[src/rtl/can_frame_rx.sv]
// can_frame_rx: CAN 2.0A (standard 11-bit ID) frame receiver with bit
// destuffing, CRC-15 check, form checks and a first-word-fall-through
// frame FIFO.
//
// Ports:
//   clk, rst        rising-edge clock, synchronous active-high reset
//   bit_en          one-cycle strobe at the bit sample point
//   rx              bus level (0 = dominant)
//   en              decoder enable; low forces the decoder to RESYNC
//   frame_ready     consumer pop (acts while frame_valid is high)
//   frame_valid     FIFO non-empty
//   frame_id/rtr/dlc/data  head entry of the FIFO
//   fifo_count      number of stored frames, 0..DEPTH
//   overflow        sticky: a good frame was dropped on a full FIFO
//   err_stuff/err_crc/err_form  one-cycle error pulses
//   busy            a frame is being received
module can_frame_rx #(
  parameter int unsigned CONSEC   = 5,
  parameter int unsigned DEPTH    = 4,
  parameter logic [14:0] CRC_POLY = 15'h4599
) (
  input  logic                     clk,
  input  logic                     rst,
  input  logic                     bit_en,
  input  logic                     rx,
  input  logic                     en,
  input  logic                     frame_ready,
  output logic                     frame_valid,
  output logic [10:0]              frame_id,
  output logic                     frame_rtr,
  output logic [3:0]               frame_dlc,
  output logic [63:0]              frame_data,
  output logic [$clog2(DEPTH):0]   fifo_count,
  output logic                     overflow,
  output logic                     err_stuff,
  output logic                     err_crc,
  output logic                     err_form,
  output logic                     busy
);

  localparam int unsigned PTR_W = $clog2(DEPTH);
  localparam int unsigned CNT_W = PTR_W + 1;
  localparam int unsigned RUN_W = $clog2(CONSEC + 1);
  localparam int unsigned BIT_W = 6;

  typedef enum logic [3:0] {
    RESYNC, IDLE, ID, RTR, IDE, R0, DLC, DATA, CRC, CRC_DEL, ACK, ACK_DEL, EOF
  } state_t;

  typedef struct packed {
    logic [10:0] id;
    logic        rtr;
    logic [3:0]  dlc;
    logic [63:0] data;
  } frame_t;

  // One CRC-15 step, MSB-first, implicit x^15 term.
  function automatic logic [14:0] crc_step(input logic [14:0] c, input logic b);
    logic fb;
    fb = b ^ c[14];
    return {c[13:0], 1'b0} ^ (fb ? CRC_POLY : 15'd0);
  endfunction

  // Payload byte count: DLC values above 8 still carry 8 bytes.
  function automatic logic [3:0] byte_cnt(input logic [3:0] d);
    return (d > 4'd8) ? 4'd8 : d;
  endfunction

  // Decoder state
  state_t             state_q, state_d;
  logic [BIT_W-1:0]   cnt_q, cnt_d;
  logic               last_q, last_d;
  logic [RUN_W-1:0]   run_q, run_d;
  logic [14:0]        crc_q, crc_d;
  logic [14:0]        rcrc_q, rcrc_d;
  logic [10:0]        id_q, id_d;
  logic               rtr_q, rtr_d;
  logic [3:0]         dlc_q, dlc_d;
  logic [63:0]        data_q, data_d;
  logic               err_stuff_q, err_stuff_d;
  logic               err_crc_q, err_crc_d;
  logic               err_form_q, err_form_d;
  logic               busy_q, busy_d;
  logic               push_c;

  // FIFO state
  frame_t             mem_q [DEPTH];
  logic [PTR_W-1:0]   rd_ptr_q, rd_ptr_d;
  logic [PTR_W-1:0]   wr_ptr_q, wr_ptr_d;
  logic [CNT_W-1:0]   count_q, count_d;
  logic               valid_q, valid_d;
  logic               ovf_q, ovf_d;
  logic               pop_c, full_c, push_ok_c;
  frame_t             frame_in_c, head_c;

  logic               stuffed_c;
  logic               stuff_due_c;
  logic [6:0]         data_bits_c;

  // Fields carried inside the stuffed region (SOF is handled from IDLE).
  assign stuffed_c   = state_q inside {ID, RTR, IDE, R0, DLC, DATA, CRC};
  // A stuff bit may also trail the last CRC bit, so CRC_DEL can owe one.
  assign stuff_due_c = (run_q == RUN_W'(CONSEC)) && (stuffed_c || state_q == CRC_DEL);
  assign data_bits_c = {byte_cnt(dlc_q), 3'b000};

  // Decoder next-state and field capture
  always_comb begin
    state_d     = state_q;
    cnt_d       = cnt_q;
    last_d      = last_q;
    run_d       = run_q;
    crc_d       = crc_q;
    rcrc_d      = rcrc_q;
    id_d        = id_q;
    rtr_d       = rtr_q;
    dlc_d       = dlc_q;
    data_d      = data_q;
    err_stuff_d = 1'b0;
    err_crc_d   = 1'b0;
    err_form_d  = 1'b0;
    push_c      = 1'b0;

    if (bit_en) begin
      if (stuff_due_c) begin
        // Stuff bit: must differ from the run, never enters CRC or fields.
        if (rx == last_q) begin
          err_stuff_d = 1'b1;
          state_d     = RESYNC;
          cnt_d       = '0;
        end else begin
          last_d = rx;
          run_d  = RUN_W'(1);
        end
      end else begin
        if (stuffed_c) begin
          last_d = rx;
          run_d  = (rx == last_q) ? run_q + RUN_W'(1) : RUN_W'(1);
          if (state_q != CRC) crc_d = crc_step(crc_q, rx);
        end

        unique case (state_q)
          RESYNC: begin
            if (!rx) begin
              cnt_d = '0;
            end else if (cnt_q == BIT_W'(10)) begin
              state_d = IDLE;
              cnt_d   = '0;
            end else begin
              cnt_d = cnt_q + BIT_W'(1);
            end
          end
          IDLE: begin
            if (!rx) begin
              state_d = ID;
              cnt_d   = '0;
              last_d  = 1'b0;
              run_d   = RUN_W'(1);
              crc_d   = crc_step(15'd0, 1'b0);
              rcrc_d  = '0;
              id_d    = '0;
              rtr_d   = 1'b0;
              dlc_d   = '0;
              data_d  = '0;
            end
          end
          ID: begin
            id_d = {id_q[9:0], rx};
            if (cnt_q == BIT_W'(10)) begin
              state_d = RTR;
              cnt_d   = '0;
            end else begin
              cnt_d = cnt_q + BIT_W'(1);
            end
          end
          RTR: begin
            rtr_d   = rx;
            state_d = IDE;
          end
          IDE: begin
            if (rx) begin
              err_form_d = 1'b1;
              state_d    = RESYNC;
              cnt_d      = '0;
            end else begin
              state_d = R0;
            end
          end
          R0: begin
            state_d = DLC;
            cnt_d   = '0;
          end
          DLC: begin
            dlc_d = {dlc_q[2:0], rx};
            if (cnt_q == BIT_W'(3)) begin
              cnt_d   = '0;
              state_d = (rtr_q || byte_cnt({dlc_q[2:0], rx}) == 4'd0) ? CRC : DATA;
            end else begin
              cnt_d = cnt_q + BIT_W'(1);
            end
          end
          DATA: begin
            // MSB first; byte 0 lands in [63:56].
            data_d[BIT_W'(63) - cnt_q] = rx;
            if (cnt_q == BIT_W'(data_bits_c - 7'd1)) begin
              state_d = CRC;
              cnt_d   = '0;
            end else begin
              cnt_d = cnt_q + BIT_W'(1);
            end
          end
          CRC: begin
            rcrc_d = {rcrc_q[13:0], rx};
            if (cnt_q == BIT_W'(14)) begin
              state_d = CRC_DEL;
              cnt_d   = '0;
            end else begin
              cnt_d = cnt_q + BIT_W'(1);
            end
          end
          CRC_DEL: begin
            if (rcrc_q != crc_q) begin
              err_crc_d = 1'b1;
              state_d   = RESYNC;
              cnt_d     = '0;
            end else if (!rx) begin
              err_form_d = 1'b1;
              state_d    = RESYNC;
              cnt_d      = '0;
            end else begin
              state_d = ACK;
            end
          end
          ACK: begin
            state_d = ACK_DEL;
          end
          ACK_DEL: begin
            if (!rx) begin
              err_form_d = 1'b1;
              state_d    = RESYNC;
              cnt_d      = '0;
            end else begin
              state_d = EOF;
              cnt_d   = '0;
            end
          end
          EOF: begin
            if (!rx) begin
              err_form_d = 1'b1;
              state_d    = RESYNC;
              cnt_d      = '0;
            end else if (cnt_q == BIT_W'(6)) begin
              push_c  = 1'b1;
              state_d = IDLE;
              cnt_d   = '0;
            end else begin
              cnt_d = cnt_q + BIT_W'(1);
            end
          end
          default: begin
            state_d = RESYNC;
            cnt_d   = '0;
          end
        endcase
      end
    end

    // Disable silently abandons any frame in progress.
    if (!en) begin
      state_d     = RESYNC;
      cnt_d       = '0;
      err_stuff_d = 1'b0;
      err_crc_d   = 1'b0;
      err_form_d  = 1'b0;
      push_c      = 1'b0;
    end
  end

  assign busy_d = !(state_d inside {RESYNC, IDLE});

  // FIFO control: a full FIFO still accepts a push when the head pops.
  always_comb begin
    frame_in_c = {id_q, rtr_q, dlc_q, data_q};
    pop_c      = valid_q && frame_ready;
    full_c     = (count_q == CNT_W'(DEPTH));
    push_ok_c  = push_c && (!full_c || pop_c);
    ovf_d      = ovf_q | (push_c && full_c && !pop_c);
    wr_ptr_d   = push_ok_c ? wr_ptr_q + PTR_W'(1) : wr_ptr_q;
    rd_ptr_d   = pop_c ? rd_ptr_q + PTR_W'(1) : rd_ptr_q;
    unique case ({push_ok_c, pop_c})
      2'b10:   count_d = count_q + CNT_W'(1);
      2'b01:   count_d = count_q - CNT_W'(1);
      default: count_d = count_q;
    endcase
    valid_d = (count_d != '0);
  end

  // State registers
  always_ff @(posedge clk) begin
    if (rst) begin
      state_q     <= RESYNC;
      cnt_q       <= '0;
      last_q      <= 1'b1;
      run_q       <= '0;
      crc_q       <= '0;
      rcrc_q      <= '0;
      id_q        <= '0;
      rtr_q       <= 1'b0;
      dlc_q       <= '0;
      data_q      <= '0;
      err_stuff_q <= 1'b0;
      err_crc_q   <= 1'b0;
      err_form_q  <= 1'b0;
      busy_q      <= 1'b0;
      rd_ptr_q    <= '0;
      wr_ptr_q    <= '0;
      count_q     <= '0;
      valid_q     <= 1'b0;
      ovf_q       <= 1'b0;
    end else begin
      state_q     <= state_d;
      cnt_q       <= cnt_d;
      last_q      <= last_d;
      run_q       <= run_d;
      crc_q       <= crc_d;
      rcrc_q      <= rcrc_d;
      id_q        <= id_d;
      rtr_q       <= rtr_d;
      dlc_q       <= dlc_d;
      data_q      <= data_d;
      err_stuff_q <= err_stuff_d;
      err_crc_q   <= err_crc_d;
      err_form_q  <= err_form_d;
      busy_q      <= busy_d;
      rd_ptr_q    <= rd_ptr_d;
      wr_ptr_q    <= wr_ptr_d;
      count_q     <= count_d;
      valid_q     <= valid_d;
      ovf_q       <= ovf_d;
    end
  end

  // Frame storage, no reset needed (guarded by count/pointers)
  always_ff @(posedge clk) begin
    if (!rst && push_ok_c) mem_q[wr_ptr_q] <= frame_in_c;
  end

  assign head_c      = mem_q[rd_ptr_q];
  assign frame_valid = valid_q;
  assign frame_id    = head_c.id;
  assign frame_rtr   = head_c.rtr;
  assign frame_dlc   = head_c.dlc;
  assign frame_data  = head_c.data;
  assign fifo_count  = count_q;
  assign overflow    = ovf_q;
  assign err_stuff   = err_stuff_q;
  assign err_crc     = err_crc_q;
  assign err_form    = err_form_q;
  assign busy        = busy_q;

endmodule

[config.mk]
export PLATFORM = sky130hd
export DESIGN_NAME = can_frame_rx
export DESIGN_NICKNAME = d
export VERILOG_FILES = /design/src/rtl/can_frame_rx.sv
export SDC_FILE = /design/constraint.sdc
export NUM_CORES = 1
export LEC_CHECK = 0
export ABC_AREA = 1
export CAP_MARGIN = 20
export CORE_MARGIN = 4
export CORE_UTILIZATION = 40
export DETAILED_ROUTE_END_ITERATION = 12
export GPL_ROUTABILITY_DRIVEN = 0
export SLEW_MARGIN = 20
export SYNTH_ARGS = -nofsm -noshare
export SYNTH_HDL_FRONTEND = slang
export SYNTH_SLANG_ARGS = --single-unit
[constraint.sdc]
create_clock -name clk -period 5.9 [get_ports clk]
set_clock_uncertainty 0.2 [all_clocks]
set_input_delay 1.18 -clock clk [delete_from_list [all_inputs] [get_ports clk]]
set_output_delay 1.18 -clock clk [all_outputs]
set_load 0.01 [all_outputs]
==> results of run 1 <==
synth_stat cells (all sizes together) (4+ instances only):
library cell  number  area (µm²)
o22ai             80         500
nor3               6        41.3
nand4              7        43.8
edfxtp           320        9610
inv               85         319
a22oi             13        97.6
buf               27         178
a21oi            111         556
dfxtp            139        2780
nand3             40         200
o21ai            246        1230
o211ai             4        30.0
a211oi             6        75.1
clkbuf            70         263
xor2               8        70.1
ha                 9         113
nand2            263        1020
nor2             373        1420
stage by stage:
stage	instances	hold WS, ps	setup WS, ps	power [mW]	instance area, µm²
2_1_floorplan	1825	244	-117	4.05	18700
3_3_place_gp	2439	256	1280	4.52	20200
3_5_place_dp	2439	268	1300	4.53	20200
4_1_cts	2525	276	966	7.32	21600
5_1_grt	2525	296	842	7.55	21600
6_report	2525	273	1090	7.23	21600
registers in the layout (all words and copies together) (netlist names), 2 cells and up, named ones only:
register    flops
cnt_q           6
mem_q         320
fifo_count      3
run_q           3
crc_q          15
state_q         4
data_q         64
rd_ptr_q        2
wr_ptr_q        2
id_q           11
dlc_q           4
rcrc_q         15
kinds of logic after synthesis:
kind of cell / synth area share, %
AO/OA/AOI/OAI: 13.7
adder cells (fa/ha/maj): 0.709
AND/OR/NAND/NOR: 14.7
flip-flops: 66.3
buffers and inverters: 4.10
XOR/XNOR: 0.515
routing by layer:
metal	GRT usage, %	up-vias	part of all wire, %
li1	-	6479	-
met1	23.5	6374	44
met4	5.51	0	2.5
met2	29.2	337	48
met3	2.77	59	5.1
met5	0	-	0
area by class of cell:
type / instances / area, µm²
clock inverter: 24 / 164
tap: 600 / 751
fill: 4157 / 24100
timing repair buffer: 111 / 1140
multi-input combinational: 1182 / 5570
sequential: 459 / 12400
inverter: 87 / 329
clock buffer: 62 / 1280
how the worst min path moves through the flow:
stage / slack (ps) / to / from / cells after the start
after detailed placement: 270 / rd_ptr_q[0] / rd_ptr_q[0] / 1
after floorplan: 240 / flop / rd_ptr_q[0] / 1
after global placement: 260 / rd_ptr_q[0] / rd_ptr_q[0] / 1
final: 270 / rd_ptr_q[0] / rd_ptr_q[0] / 1
after global routing: 300 / crc_q[9] / crc_q[8] / 2
after CTS: 280 / rd_ptr_q[0] / rd_ptr_q[0] / 1
worst max-delay path, stage by stage, from the launching register on:
cell	delay, ps
dfxtp_4	740
buf_4	850
o21ai_0	250
o22ai_1	290
clkdlybuf4s50_1	590
power by group:
part | switching [mW] | internal [mW] | leakage, nW | total (mW)
clock network | 1.21 | 1.58 | 0.703 | 2.79
logic | 0.561 | 0.420 | 2.78 | 0.981
registers | 0.0408 | 3.42 | 4.68 | 3.46
total | 1.81 | 5.42 | 8.17 | 7.23
==> impl_metrics.env, run 1 <==
export IMPL_ys_flop_type="edfxtp_1"
export IMPL_via_per_inst=5.25
export IMPL_tightest_slew_ps=1030
export IMPL_htree_levels=2
export IMPL_grt_max_degree=105
export IMPL_cts_resized=0
export IMPL_final_common_cell="nor2_1"
export IMPL_area_growth_pct=15.7
export IMPL_start_util_pct=40.9
export IMPL_synth_edf_count=320
export IMPL_totalWireLength_um=44600
export IMPL_dp_hpwl_um=26000
export IMPL_numCtsBuffers=47
export IMPL_cp_start_kind="flop"
export IMPL_hold_buffers=0
export IMPL_synth_cells=1825
export IMPL_pin_count=95
export IMPL_hp_class="flop to flop"
export IMPL_cts_root_buf="clkbuf_16"
export IMPL_synth_fp_nets=1841
export IMPL_slew_violations=0
export IMPL_yosysUniqueCellTypes=40
export IMPL_status="complete, no violations"
export IMPL_fin_crit_sh_pct=81.4
export IMPL_timing_rr_end="mem_q[0][79]"
export IMPL_max_freq_ghz=0.208
export IMPL_dieArea_mm2=0.0503
export IMPL_synth_seq_area_share_pct=66.3
export IMPL_crit_required_ps=4520
export IMPL_reg2regPathDepth=8
export IMPL_grt_pass1_vias=12551
export IMPL_drtIter0Drc=1024
export IMPL_r2r_setup_slack_ps=2330
export IMPL_crit_end="frame_data[62]"
export IMPL_ys_ff_latch=459
export IMPL_critPathKind="flop to output port"
export IMPL_fin_setup_tns_ps=0
export IMPL_cap_violations=0
export IMPL_postSynthAreaPerCell_um2=10.2
export IMPL_clk_pin_slew_worst_paths_ps=60
export IMPL_drc=0
export IMPL_cts_sinks=459
export IMPL_final_util_pct=47.3
export IMPL_layout_drive_gt1_share_pct=6.03
export IMPL_insertedDiodeCount=0
export IMPL_die_h_um=224
export IMPL_cts_tree="done"
export IMPL_gr_total_overflow=0
export IMPL_finalHoldViolations=0
export IMPL_worstReg2RegStart="cnt_q[3]"
export IMPL_firstDrtPassIters=8
export IMPL_period_minus_slack_ps=4810
export IMPL_crit_path_end_kind="output port"
export IMPL_clockBufferDepth=3
export IMPL_grt_use_total_pct=17.4
export IMPL_fp_dieW_um=224
export IMPL_final_cell_mix="365 x nor2_1, 320 x edfxtp_1, 255 x nand2_1"
export IMPL_fp_row_count=78
export IMPL_nets=1904
export IMPL_cellLeakagePower_nw=8.17
export IMPL_grt_pass1_wl_um=70200
export IMPL_finalSetupViolCount=0
export IMPL_ir_worst_vdd_mv=0.196
export IMPL_worstPathMaxFanout=104
export IMPL_insertion_delay_ps=580
export IMPL_slew_headroom_pct=31.2
export IMPL_detail_route_antenna_nets=0
export IMPL_cts_setup_buffers=0
export IMPL_core_mm2=0.0458
export IMPL_portBuffers=94
export IMPL_rsz0062_at_grt="false"
export IMPL_wire_per_inst_um=17.6
export IMPL_route_vias_total=13249
export IMPL_power_density_mw_per_mm2=334
export IMPL_synth_area_mm2=0.0187
export IMPL_async_flop_share_pct=0
export IMPL_grt_antenna_before_repair=0
export IMPL_cp_arrival_ps=3430
export IMPL_yosys_warnings=0
Power figures use the tool's default switching activity.
==> run 2, diff against run 1 <==
==> constraint.sdc (replaced) <==
create_clock -name clk -period 4 [get_ports clk]
set_clock_uncertainty 0.2 [all_clocks]
set_input_delay 0.8 -clock clk [delete_from_list [all_inputs] [get_ports clk]]
set_output_delay 0.8 -clock clk [all_outputs]
set_load 0.01 [all_outputs]
==> impl_metrics.env, run 2 (same netlist as run 1, synthesis figures left out) <==
export IMPL_worstPathMaxFanout=33
export IMPL_timing_rr_end="mem_q[0][41]"
export IMPL_grt_pass1_wl_um=70400
export IMPL_totalWireLength_um=44500
export IMPL_cts_tree="done"
export IMPL_fin_area_mm2=0.0219
export IMPL_slew_headroom_pct=36.0
export IMPL_wire_per_inst_um=17.5
export IMPL_cp_arrival_ps=2670
export IMPL_p_seq_share_pct=46.8
export IMPL_final_cell_mix="365 x nor2_1, 320 x edfxtp_1, 255 x nand2_1"
export IMPL_crit_slowest_cell="clkdlybuf4s50_1"
export IMPL_grt_use_total_pct=17.5
export IMPL_area_growth_pct=17.1
export IMPL_fp_dieW_um=224
export IMPL_hold_buffers=0
export IMPL_numCtsBuffers=47
export IMPL_drtIter0Drc=1043
export IMPL_cp_top_family="buffers and inverters"
export IMPL_grt_max_degree=109
export IMPL_largest_register="mem_q"
export IMPL_reg2regPathDepth=9
export IMPL_rsz0062_at_grt="false"
export IMPL_dieArea_mm2=0.0503
export IMPL_switching_power_mw=2.68
export IMPL_crit_end="frame_data[61]"
export IMPL_power_density_mw_per_mm2=495
export IMPL_switching_share_pct=24.7
export IMPL_finalHoldViolations=0
export IMPL_portBuffers=94
export IMPL_combPwrFrac_pct=14.0
export IMPL_grt_pass1_vias=12763
export IMPL_worstReg2RegStart="cnt_q[3]"
export IMPL_crit_cells=6
export IMPL_critPathKind="flop to output port"
export IMPL_cts_resized=0
export IMPL_die_h_um=224
export IMPL_max_stage_delay_ps=580
export IMPL_clockBufferDepth=3
export IMPL_firstDrtPassIters=7
export IMPL_pin_count=95
export IMPL_htree_levels=2
export IMPL_fin_crit_sh_pct=91.7
export IMPL_status="complete, no violations"
export IMPL_fp_row_count=78
export IMPL_max_freq_ghz=0.273
export IMPL_detail_route_antenna_nets=0
export IMPL_pwr_share_clk_pct=39.2
export IMPL_insertedDiodeCount=0
export IMPL_via_per_inst=5.20
export IMPL_p_int_mw=8.16
export IMPL_nets=1920
export IMPL_r2r_setup_slack_ps=980
export IMPL_cellLeakagePower_nw=8.28
export IMPL_final_util_pct=47.8
export IMPL_insertion_delay_ps=580
export IMPL_grt_antenna_before_repair=0
export IMPL_hp_class="flop to flop"
export IMPL_tightest_slew_ps=959
export IMPL_largest_reg_flops=320
export IMPL_dp_hpwl_um=26300
export IMPL_clk_pin_slew_worst_paths_ps=60
export IMPL_cts_setup_buffers=0
export IMPL_slew_violations=0
export IMPL_cts_sinks=459
export IMPL_route_vias_total=13220
export IMPL_crit_path_end_kind="output port"
export IMPL_drc=0
export IMPL_layout_drive_gt1_share_pct=7.00
export IMPL_top_regs="mem_q: 320 flops, data_q: 64 flops"
export IMPL_finalSetupViolCount=0
export IMPL_final_common_cell="nor2_1"
export IMPL_crit_required_ps=3000
export IMPL_cp_start_kind="flop"
export IMPL_fin_cells=2542
export IMPL_core_mm2=0.0458
export IMPL_ir_worst_vdd_mv=0.307
export IMPL_cap_violations=0
export IMPL_gr_total_overflow=0
export IMPL_dpl_cell_area_mm2=0.0204
export IMPL_path_cells="inv_2 > buf_12 > buf_4 > o21ai_0 > o22ai_1 > clkdlybuf4s50_1"
export IMPL_placedCellCount=2455
export IMPL_report_power_total_mw=10.8
export IMPL_start_util_pct=40.9
export IMPL_cts_root_buf="clkbuf_16"
export IMPL_period_minus_slack_ps=3670
export IMPL_cp_num_buf_inv=4
## run 2: metal layers
| layer | GRT usage, % | share of wire [%] | vias up |
|---|---|---|---|
| met5 | 0 | 0 | - |
| met4 | 5.87 | 2.9 | 0 |
| met3 | 2.71 | 4.9 | 74 |
| met2 | 29.4 | 48 | 328 |
| met1 | 23.3 | 44 | 6307 |
| li1 | - | - | 6511 |
## run 2: worst register-to-register path: cells and delay by family, from the launching register on
family | cells | cell delay (ps)
buf+inv | 3 | 800
flops | 1 | 400
simple gates | 6 | 1250
## run 2: layout make-up
type	instances	area (µm²)
Clock inverter	18	160
Multi-Input combinational cell	1182	5570
Inverter	87	329
Fill cell	4115	23900
Clock buffer	69	1340
Timing Repair Buffer	127	1350
Tap cell	600	751
Sequential cell	459	12400
## run 2: per-stage QoR
step / hold slack [ps] / TNS, ps / setup WS (ps)
final: 273 / 0 / 331
after global routing: 287 / 0 / 164
after CTS: 276 / 0 / 265
after detailed placement: 265 / 0 / 763
after global placement: 259 / 0 / 755
after floorplan: 244 / -120930 / -378
## run 2: worst min-delay path by stage
stage | end | cells after the start | slack [ps] | startpoint
after detailed placement | flop | 1 | 260 | rd_ptr_q[0]
after global placement | overflow | 2 | 260 | overflow
after global routing | rd_ptr_q[0] | 1 | 290 | rd_ptr_q[0]
after floorplan | flop | 1 | 240 | rd_ptr_q[0]
final | flop | 1 | 270 | rd_ptr_q[0]
after CTS | flop | 1 | 280 | rd_ptr_q[0]
## run 2: power by group through the flow
stage | Clock (mW) | Combinational, mW | Sequential (mW)
3_5_place_dp | 0 | 1.54 | 5.18
3_3_place_gp | 0 | 1.52 | 5.18
4_1_cts | 4.35 | 1.54 | 5.08
6_report | 4.25 | 1.52 | 5.08
2_1_floorplan | 0 | 0.801 | 5.17
5_1_grt | 4.57 | 1.67 | 5.08
